<file path="src/rtl/fp_result_wb_pkg.sv">
// Shared FP writeback types: fpnew-style exception status, issue tag and buffered result entry.
package fp_result_wb_pkg;

   localparam int STATUS_W = 5;
   localparam int DATA_W   = 32;
   localparam int RD_W     = 5;

   // Bit order matches the fflags CSR: NV is the MSB, NX the LSB.
   typedef struct packed {
      logic nv;
      logic dz;
      logic of;
      logic uf;
      logic nx;
   } status_t;

   typedef struct packed {
      logic [RD_W-1:0] rd;
      logic            to_int;
   } tag_t;

   typedef struct packed {
      logic [DATA_W-1:0] result;
      status_t           status;
   } res_t;

endpackage

</file>
<file path="src/rtl/fp_sync_fifo.sv">
// Synchronous FIFO with flush; pointers wrap modulo DEPTH, so any depth is allowed.
module fp_sync_fifo #(
   parameter int WIDTH = 8,
   parameter int DEPTH = 4,
   localparam int PTR_W = (DEPTH > 1) ? $clog2(DEPTH) : 1,
   localparam int CNT_W = $clog2(DEPTH + 1)
) (
   input  logic             clk,
   input  logic             rst,
   input  logic             flush,
   input  logic             push,
   input  logic [WIDTH-1:0] push_data,
   input  logic             pop,
   output logic [WIDTH-1:0] pop_data,
   output logic             full,
   output logic             empty,
   output logic [CNT_W-1:0] count
);

   logic [WIDTH-1:0] mem [DEPTH];
   logic [PTR_W-1:0] wr_ptr;
   logic [PTR_W-1:0] rd_ptr;
   logic             do_push;
   logic             do_pop;

   assign full     = (count == CNT_W'(DEPTH));
   assign empty    = (count == '0);
   assign do_push  = push && !full;
   assign do_pop   = pop && !empty;
   assign pop_data = mem[rd_ptr];

   always_ff @(posedge clk) begin
      if (do_push) mem[wr_ptr] <= push_data;
   end

   always_ff @(posedge clk) begin
      if (rst || flush) begin
         wr_ptr <= '0;
         rd_ptr <= '0;
         count  <= '0;
      end else begin
         if (do_push) wr_ptr <= (wr_ptr == PTR_W'(DEPTH - 1)) ? '0 : wr_ptr + PTR_W'(1);
         if (do_pop)  rd_ptr <= (rd_ptr == PTR_W'(DEPTH - 1)) ? '0 : rd_ptr + PTR_W'(1);
         if (do_push && !do_pop)      count <= count + CNT_W'(1);
         else if (do_pop && !do_push) count <= count - CNT_W'(1);
      end
   end

endmodule

</file>
<file path="src/rtl/fp_result_wb.sv">
// FPU result writeback: pairs in-order issue tags with FPU results and arbitrates
// against FLW load returns for a single registered RF write port per cycle.
module fp_result_wb
   import fp_result_wb_pkg::*;
#(
   parameter int TAG_DEPTH = 4,
   parameter int RES_DEPTH = 2
) (
   input  logic                clk_i,
   input  logic                rst_i,
   input  logic                issue_valid_i,
   output logic                issue_ready_o,
   input  logic [RD_W-1:0]     issue_rd_i,
   input  logic                issue_to_int_i,
   input  logic                fpu_valid_i,
   output logic                fpu_ready_o,
   input  logic [DATA_W-1:0]   fpu_result_i,
   input  logic [STATUS_W-1:0] fpu_status_i,
   input  logic                ld_valid_i,
   input  logic [RD_W-1:0]     ld_rd_i,
   input  logic [DATA_W-1:0]   ld_data_i,
   output logic                frf_we_o,
   output logic [RD_W-1:0]     frf_waddr_o,
   output logic [DATA_W-1:0]   frf_wdata_o,
   output logic                irf_we_o,
   output logic [RD_W-1:0]     irf_waddr_o,
   output logic [DATA_W-1:0]   irf_wdata_o,
   input  logic                flush_i,
   input  logic                fflags_clr_i,
   output logic [STATUS_W-1:0] fflags_o,
   output logic                busy_o,
   output logic                err_o
);

   localparam int TCW = $clog2(TAG_DEPTH + 1);
   localparam int RCW = $clog2(RES_DEPTH + 1);

   tag_t           tag_in, tag_head;
   res_t           res_in, res_head;
   logic           tag_full, tag_empty, res_full, res_empty;
   logic [TCW-1:0] tag_cnt;
   logic [RCW-1:0] res_cnt;
   logic           issue_fire, fpu_fire, drop, res_push, wb_pop;

   assign tag_in = '{rd: issue_rd_i, to_int: issue_to_int_i};
   assign res_in = '{result: fpu_result_i, status: status_t'(fpu_status_i)};

   assign issue_ready_o = !tag_full;
   assign fpu_ready_o   = !res_full;
   assign issue_fire    = issue_valid_i && issue_ready_o && !flush_i;
   assign fpu_fire      = fpu_valid_i && fpu_ready_o && !flush_i;
   // A result with no destination tag (not even one arriving now) cannot be written anywhere.
   assign drop          = fpu_fire && tag_empty && !issue_fire;
   assign res_push      = fpu_fire && !drop;
   assign wb_pop        = !ld_valid_i && !flush_i && !tag_empty && !res_empty;
   assign busy_o        = (tag_cnt != '0) || (res_cnt != '0);

   fp_sync_fifo #(.WIDTH($bits(tag_t)), .DEPTH(TAG_DEPTH)) u_tag_fifo (
      .clk(clk_i), .rst(rst_i), .flush(flush_i),
      .push(issue_fire), .push_data(tag_in),
      .pop(wb_pop), .pop_data(tag_head),
      .full(tag_full), .empty(tag_empty), .count(tag_cnt)
   );

   fp_sync_fifo #(.WIDTH($bits(res_t)), .DEPTH(RES_DEPTH)) u_res_fifo (
      .clk(clk_i), .rst(rst_i), .flush(flush_i),
      .push(res_push), .push_data(res_in),
      .pop(wb_pop), .pop_data(res_head),
      .full(res_full), .empty(res_empty), .count(res_cnt)
   );

   always_ff @(posedge clk_i) begin
      if (rst_i) begin
         frf_we_o    <= 1'b0;
         frf_waddr_o <= '0;
         frf_wdata_o <= '0;
         irf_we_o    <= 1'b0;
         irf_waddr_o <= '0;
         irf_wdata_o <= '0;
         err_o       <= 1'b0;
         fflags_o    <= '0;
      end else begin
         frf_we_o    <= 1'b0;
         frf_waddr_o <= '0;
         frf_wdata_o <= '0;
         irf_we_o    <= 1'b0;
         irf_waddr_o <= '0;
         irf_wdata_o <= '0;
         err_o       <= drop;
         if (ld_valid_i) begin
            frf_we_o    <= 1'b1;
            frf_waddr_o <= ld_rd_i;
            frf_wdata_o <= ld_data_i;
         end else if (wb_pop) begin
            if (tag_head.to_int) begin
               irf_we_o    <= 1'b1;
               irf_waddr_o <= tag_head.rd;
               irf_wdata_o <= res_head.result;
            end else begin
               frf_we_o    <= 1'b1;
               frf_waddr_o <= tag_head.rd;
               frf_wdata_o <= res_head.result;
            end
         end
         // Clear and accumulate in one cycle leaves exactly the popped status.
         fflags_o <= (fflags_clr_i ? '0 : fflags_o) |
                     (wb_pop ? STATUS_W'(res_head.status) : '0);
      end
   end

endmodule

</file>
<file path="config.mk">
export PLATFORM = sky130hd
export DESIGN_NAME = fp_result_wb
export DESIGN_NICKNAME = d
export VERILOG_FILES = /design/src/rtl/fp_result_wb_pkg.sv /design/src/rtl/fp_sync_fifo.sv /design/src/rtl/fp_result_wb.sv
export SDC_FILE = /design/constraint.sdc
export NUM_CORES = 1
export LEC_CHECK = 0
export CAP_MARGIN = 20
export CORE_ASPECT_RATIO = 0.5
export CORE_UTILIZATION = 49
export CTS_BUF_LIST = sky130_fd_sc_hd__clkbuf_16
export CTS_CLUSTER_DIAMETER = 40
export DETAILED_ROUTE_END_ITERATION = 16
export HOLD_SLACK_MARGIN = 0.08
export PLACE_DENSITY_LB_ADDON = 0.08
export SLEW_MARGIN = 20
export SYNTH_ARGS = -nofsm -noshare
export SYNTH_HDL_FRONTEND = slang
export SYNTH_HIERARCHICAL = 1
export SYNTH_SLANG_ARGS = --single-unit
</file>
<file path="constraint.sdc">
create_clock -name clk_i -period 4.86 [get_ports clk_i]
set_clock_uncertainty 0.05 [all_clocks]
set_input_delay 1.458 -clock clk_i [delete_from_list [all_inputs] [get_ports clk_i]]
set_output_delay 1.458 -clock clk_i [all_outputs]
set_load 0.1 [all_outputs]
</file>
Word-level counts from Yosys, hierarchy flattened --
Memory sizes are Yosys's and may differ from the RTL's. A register that Yosys moved wholly into a read port is not among the register bits. Index checks and enable logic that the tools add are counted. Widths: inputs -> output; s select.
Storage, ports and cells: input port bits 87, bits in writable memories 98, register bits 93, memories 2, memory bits (read-only) 0, bits in latches 0, word-level logic and storage cells 99
Memory list:
- u_res_fifo.mem | depth 2, bits a word 37, read ports 1, clocked after memory_dff 1, write ports 1, line fp_sync_fifo.sv:20 | logic [WIDTH-1:0] mem [DEPTH];
- u_tag_fifo.mem | depth 4, bits a word 6, read ports 1, clocked after memory_dff 1, write ports 1, line fp_sync_fifo.sv:20
Operators by class: order comparisons 0, bitwise gates (word level) 3, reduce and logical (&&, ||, !) cells 40, shifts and indexed selects 0, div/mod/pow operators 0, multiplexer cells 28, equal/unequal tests 4, $mul 0, add/sub/neg operators 8
Operators with widths (count):
- $mux 32 | 3
- $mux 5 | 5
- $logic_and 1x1->1 | 18
- $logic_not 1->1 | 12
- $mux 1 | 12
- $mux 2 | 6
- $add 2x1->2 const B | 3
- $eq 2x2->1 const B | 3
- $mux 3 | 2
- $reduce_bool 2->1 | 3
- $or 5x5->5 | 1
- $reduce_or 4->1 | 1
- $add 3x1->3 const B | 1
- $eq 3x3->1 const B | 1
- $logic_not 3->1 | 1
- $reduce_bool 3->1 | 1
- $reduce_or 3->1 | 1
- $sub 3x1->3 const B | 1
- $add 1x1->1 const B | 2
- $logic_not 2->1 | 1
- $logic_or 1x1->1 | 2
- $not 1->1 | 2
- $sub 2x1->2 const B | 1

Logic depth before layout (Yosys ltp) --
depth after elaboration 13, depth in mapped cells 11

Cells and area by module --
The synthesis kept the hierarchy.
Modules (own cells, without submodules):
- fp_sync_fifo (u_res_fifo) | area an instance 2900.3 µm², seq. area each 2322.2 µm², cells each 142, times used 1
- fp_result_wb | area an instance 2710.1 µm², seq. area each 1641.6 µm², cells each 241, times used 1
- fp_sync_fifo (u_tag_fifo) | area an instance 1337.5 µm², seq. area each 900.9 µm², cells each 81, times used 1

Worst setup path before layout --
Ideal clock, no wire load.
path kind input to register, start input port issue_valid_i, end memory u_res_fifo/mem[0][0] (netlist bit), enable pin, path buffers 0, data arrival time 3709 ps, slack 675 ps, setup time 426 ps, required time 4384 ps, stages on the path 4, path through nand2b_1 > a2111oi_0 > inv_1 > nor3_2
Between the ends: longest elaborated chain between the ends 9
RTL lines:
- from (decl) | line fp_result_wb.sv:11 | input logic issue_valid_i,
- $logic_and 1x1->1 (2 in a row) | line fp_result_wb.sv:50 | assign issue_fire = issue_valid_i && issue_ready_o && !flush_i;
- $logic_not 1->1 | line fp_result_wb.sv:53 | assign drop = fpu_fire && tag_empty && !issue_fire;
- $logic_and 1x1->1 | line fp_result_wb.sv:53
- $logic_not 1->1 | line fp_result_wb.sv:54 | assign res_push = fpu_fire && !drop;
- $logic_and 1x1->1 | line fp_result_wb.sv:54
- via res_push | line fp_result_wb.sv:43 | logic issue_fire, fpu_fire, drop, res_push, wb_pop;
- $logic_and 1x1->1 | line fp_sync_fifo.sv:28 | assign do_push = push && !full;
- $mux 1 | line fp_sync_fifo.sv:33 | if (do_push) mem[wr_ptr] <= push_data;
- $mux 1 (not written as such) | line fp_sync_fifo.sv:33
- to (decl) | line fp_sync_fifo.sv:20
The timed path passes the listed nets, and every way through them passes these cells.

Worst setup path after layout --
start register u_res_fifo.count[0], end output port fpu_ready_o
Between the ends: longest elaborated chain between the ends 2
RTL lines:
- from (decl) | line fp_sync_fifo.sv:17 | output logic [CNT_W-1:0] count
- from (signal assigned) | line fp_sync_fifo.sv:44 | if (do_push && !do_pop) count <= count + CNT_W'(1);
- from (signal assigned) | line fp_sync_fifo.sv:45 | else if (do_pop && !do_push) count <= count - CNT_W'(1);
- $eq 2x2->1 | line fp_sync_fifo.sv:26 | assign full = (count == CNT_W'(DEPTH));
- via res_full | line fp_result_wb.sv:40 | logic tag_full, tag_empty, res_full, res_empty;
- $logic_not 1->1 | line fp_result_wb.sv:49 | assign fpu_ready_o = !res_full;
- to (decl) | line fp_result_wb.sv:16 | output logic fpu_ready_o,
The timed path passes the listed nets, and every way through them passes these cells.

==> impl_metrics.yaml <==
run_status:
  status: "completed"
floorplan:
  die_area_mm2: 0.01469
  io_pins: 172
  dieWidth_um: 170.4
  start_util_pct: 50.71
  rows: 30
  core_mm2: 0.01370
  chipHeight_um: 86.20
timing:
  fin_tns_setup_ns: 0
  slew_viol_final: 0
  rsz0062_at_grt: "false"
  setup_viol_count_final: 0
  fin_crit_ns: 3.910
  max_freq_mhz: 255.7
  fin_crit_sh_pct: 80.46
  max_slew_margin_pct: 30.41
  worst_slew_pin_slew_ns: 1.044
  hold_viol_final: 0
cts:
  cts_tree: "built"
  clk_pin_slew_ns: 0.07
  h-tree-depth: 4
  cts_buffer_depth: 2
  holdBufCountCts: 0
  clk_latency_ns: 0.41
  ctsResizeCount: 0
  post-cts-setup-buffers: 0
  numCtsBuffers: 17
  clock-sinks: 194
  cts-root-buf: "clkbuf_16"
cells_and_area:
  fillCellCount: 977
  antennaDiodeCount: 0
  layout-drive-gt1-share_pct: 17.13
  layout_commonest_cell: "clkdlybuf4s50_1"
  final_nets: 730
  final_cell_mix: "clkdlybuf4s50_1 (171), edfxtp_1 (98), dfxtp_1 (95), inv_1 (50), a32o_1 (41)"
  syn_to_final_growth_pct: 35.58
logic_synthesis:
  syn_nets: 559
  seq_area_frac_synth_pct: 70.02
  yosys_warnings: 6
  syn_area_mm2: 0.006948
  synth_edf_count: 98
  ys_ff_latch: 194
  syn_inst: 464
  ys.flop_type: "edfxtp_1"
  synth-async-reset-ratio_pct: 0
  syn_area_per_cell_um2: 14.97
  synth.distinct_cells: 40
critical_path:
  critPathRequiredTime_ns: 3.35
  cp_max_fo: 6
  crit_type: "reg2out"
  critPathCaptureType: "output pin"
  critPathArrivalTime_ns: 2.40
  start_kind: "register"
  r2r_slack_ns: 1.85
drt:
  drtIter0Drc: 273
  drc_errors: 0
  vias: 4263
  viasPerCell: 5.075
  totalWireLength_um: 14440
  routedWlPerCell_um: 17.18
  ant_nets: 0
  drt-pass1-iter-count: 4
grt:
  grt_pass1_vias: 4260
  grt_pass1_wl_um: 22400
  antenna_found_initial: 0
  grt-ovfl-total: 0
  grt_max_degree: 39
  grt_usage_pct: 20.30
placed_design:
  port_buffers: 171
  gp_congestion: 0.7458
  dpl.hpwl_um: 9375
power:
  power.density_mw_per_mm2: 360.6
  ir_worst_vdd_v: 0.0003028
  power_leakage_nw: 3.314
  finalPower_w: 0.003397
run:
  cap_violations: 0
hold_path:
  hold_path_class: "reg2reg"
-- final timing paths --
path	start	endpoint	depth (start not counted)
worst min-delay path	fflags_o[2]	fflags_o[2]	1
worst max-delay path	u_res_fifo/count[0]	fpu_ready_o	4
worst max register to register	u_tag_fifo/count[0]	u_res_fifo/mem[0][7]	6
worst min register to register	fflags_o[2]	fflags_o[2]	1
-- synthesized netlist by cell type, drive strengths merged, types with 2 or more instances --
cell type  count  area, µm²
mux4           6      135.1
clkbuf        11      41.29
mux2          37      416.7
inv           48      180.2
buf           13      85.08
a21oi          5      25.02
or2            2      12.51
nor4           2      18.77
a32o          41      410.4
edfxtp        98       2943
nor2          15      58.81
dfxtp         96       1922
mux2i          2      20.02
nor3          40      300.3
nand2          5      18.77
or4            3      22.52
and3           2      12.51
and2           4      25.02
ha             7      87.58
o21ai          5      25.02
xor2           5      43.79
or3            3      18.77
nand2b         3      18.77
-- layer usage --
| metal | part of all wire (%) | track usage, % | routed length (µm) |
|---|---|---|---|
| met3 | 5.0 | 4.475 | 726 |
| met1 | 45 | 25.88 | 6437 |
| met2 | 49 | 35.10 | 7144 |
| met5 | 0 | 0 | 0 |
| met4 | 0.88 | 6.061 | 127 |
-- power breakdown --
| group | switching (W) | total [W] | internal, W |
|---|---|---|---|
| clock network | 0.000638 | 0.00131 | 0.000675 |
| registers | 0.0000102 | 0.00176 | 0.00175 |
| logic | 0.000202 | 0.000323 | 0.000121 |
-- stage by stage --
stage | cell area (µm²) | hold WS, ns | utilization (%) | instances | setup slack, ns
2_1_floorplan | 6948 | 0.4097 | - | 464 | 0.6748
3_3_place_gp | 8840 | 0.3983 | 64.52 | 807 | 0.9259
3_5_place_dp | 8840 | 0.4090 | 64.52 | 807 | 0.6976
4_1_cts | 9393 | 0.4260 | 68.56 | 839 | 1.008
5_1_grt | 9420 | 0.4495 | 68.76 | 840 | 0.7533
6_report | 9420 | 0.4227 | 68.76 | 840 | 0.9496
-- cell type report --
cell class                 count  area, µm²  area share [%]
clock buffer                  17      425.4           4.516
clock inverter                15      127.6           1.355
inverter                      48      180.2           1.913
multi-input combinational    198       1812           19.23
sequential                   194       4866           51.65
tap                          192      240.2           2.550
timing repair buffer         176       1769           18.78
-- sequential cells by signal (all words and copies together) (netlist names), 2 cells and up, named ones only --
signal,count
u_res_fifo/mem,74
frf_wdata_o,32
irf_wdata_o,32
u_tag_fifo/mem,24
fflags_o,5
frf_waddr_o,5
irf_waddr_o,5
u_tag_fifo/count,3
u_res_fifo/count,2
u_tag_fifo/rd_ptr,2
u_tag_fifo/wr_ptr,2
-- critical path, stage by stage (launching register included) --
cell and delay, ns:
dfxtp_1 0.46, nand2b_1 0.20, inv_1 0.13, inv_1 0.07, clkdlybuf4s50_1 1.12
-- logic make-up after synthesis --
group	count (synthesis)	synth area share (%)
AO/OA/AOI/OAI	56	7.275
XOR/XNOR	5	0.6303
AND/OR/NAND/NOR	84	7.888
flip-flops	194	70.02
adder cells (fa/ha/maj)	8	1.549
multiplexers	45	8.230
buffers and inverters	72	4.412
Note: power is estimated with default switching activity, not from simulation.
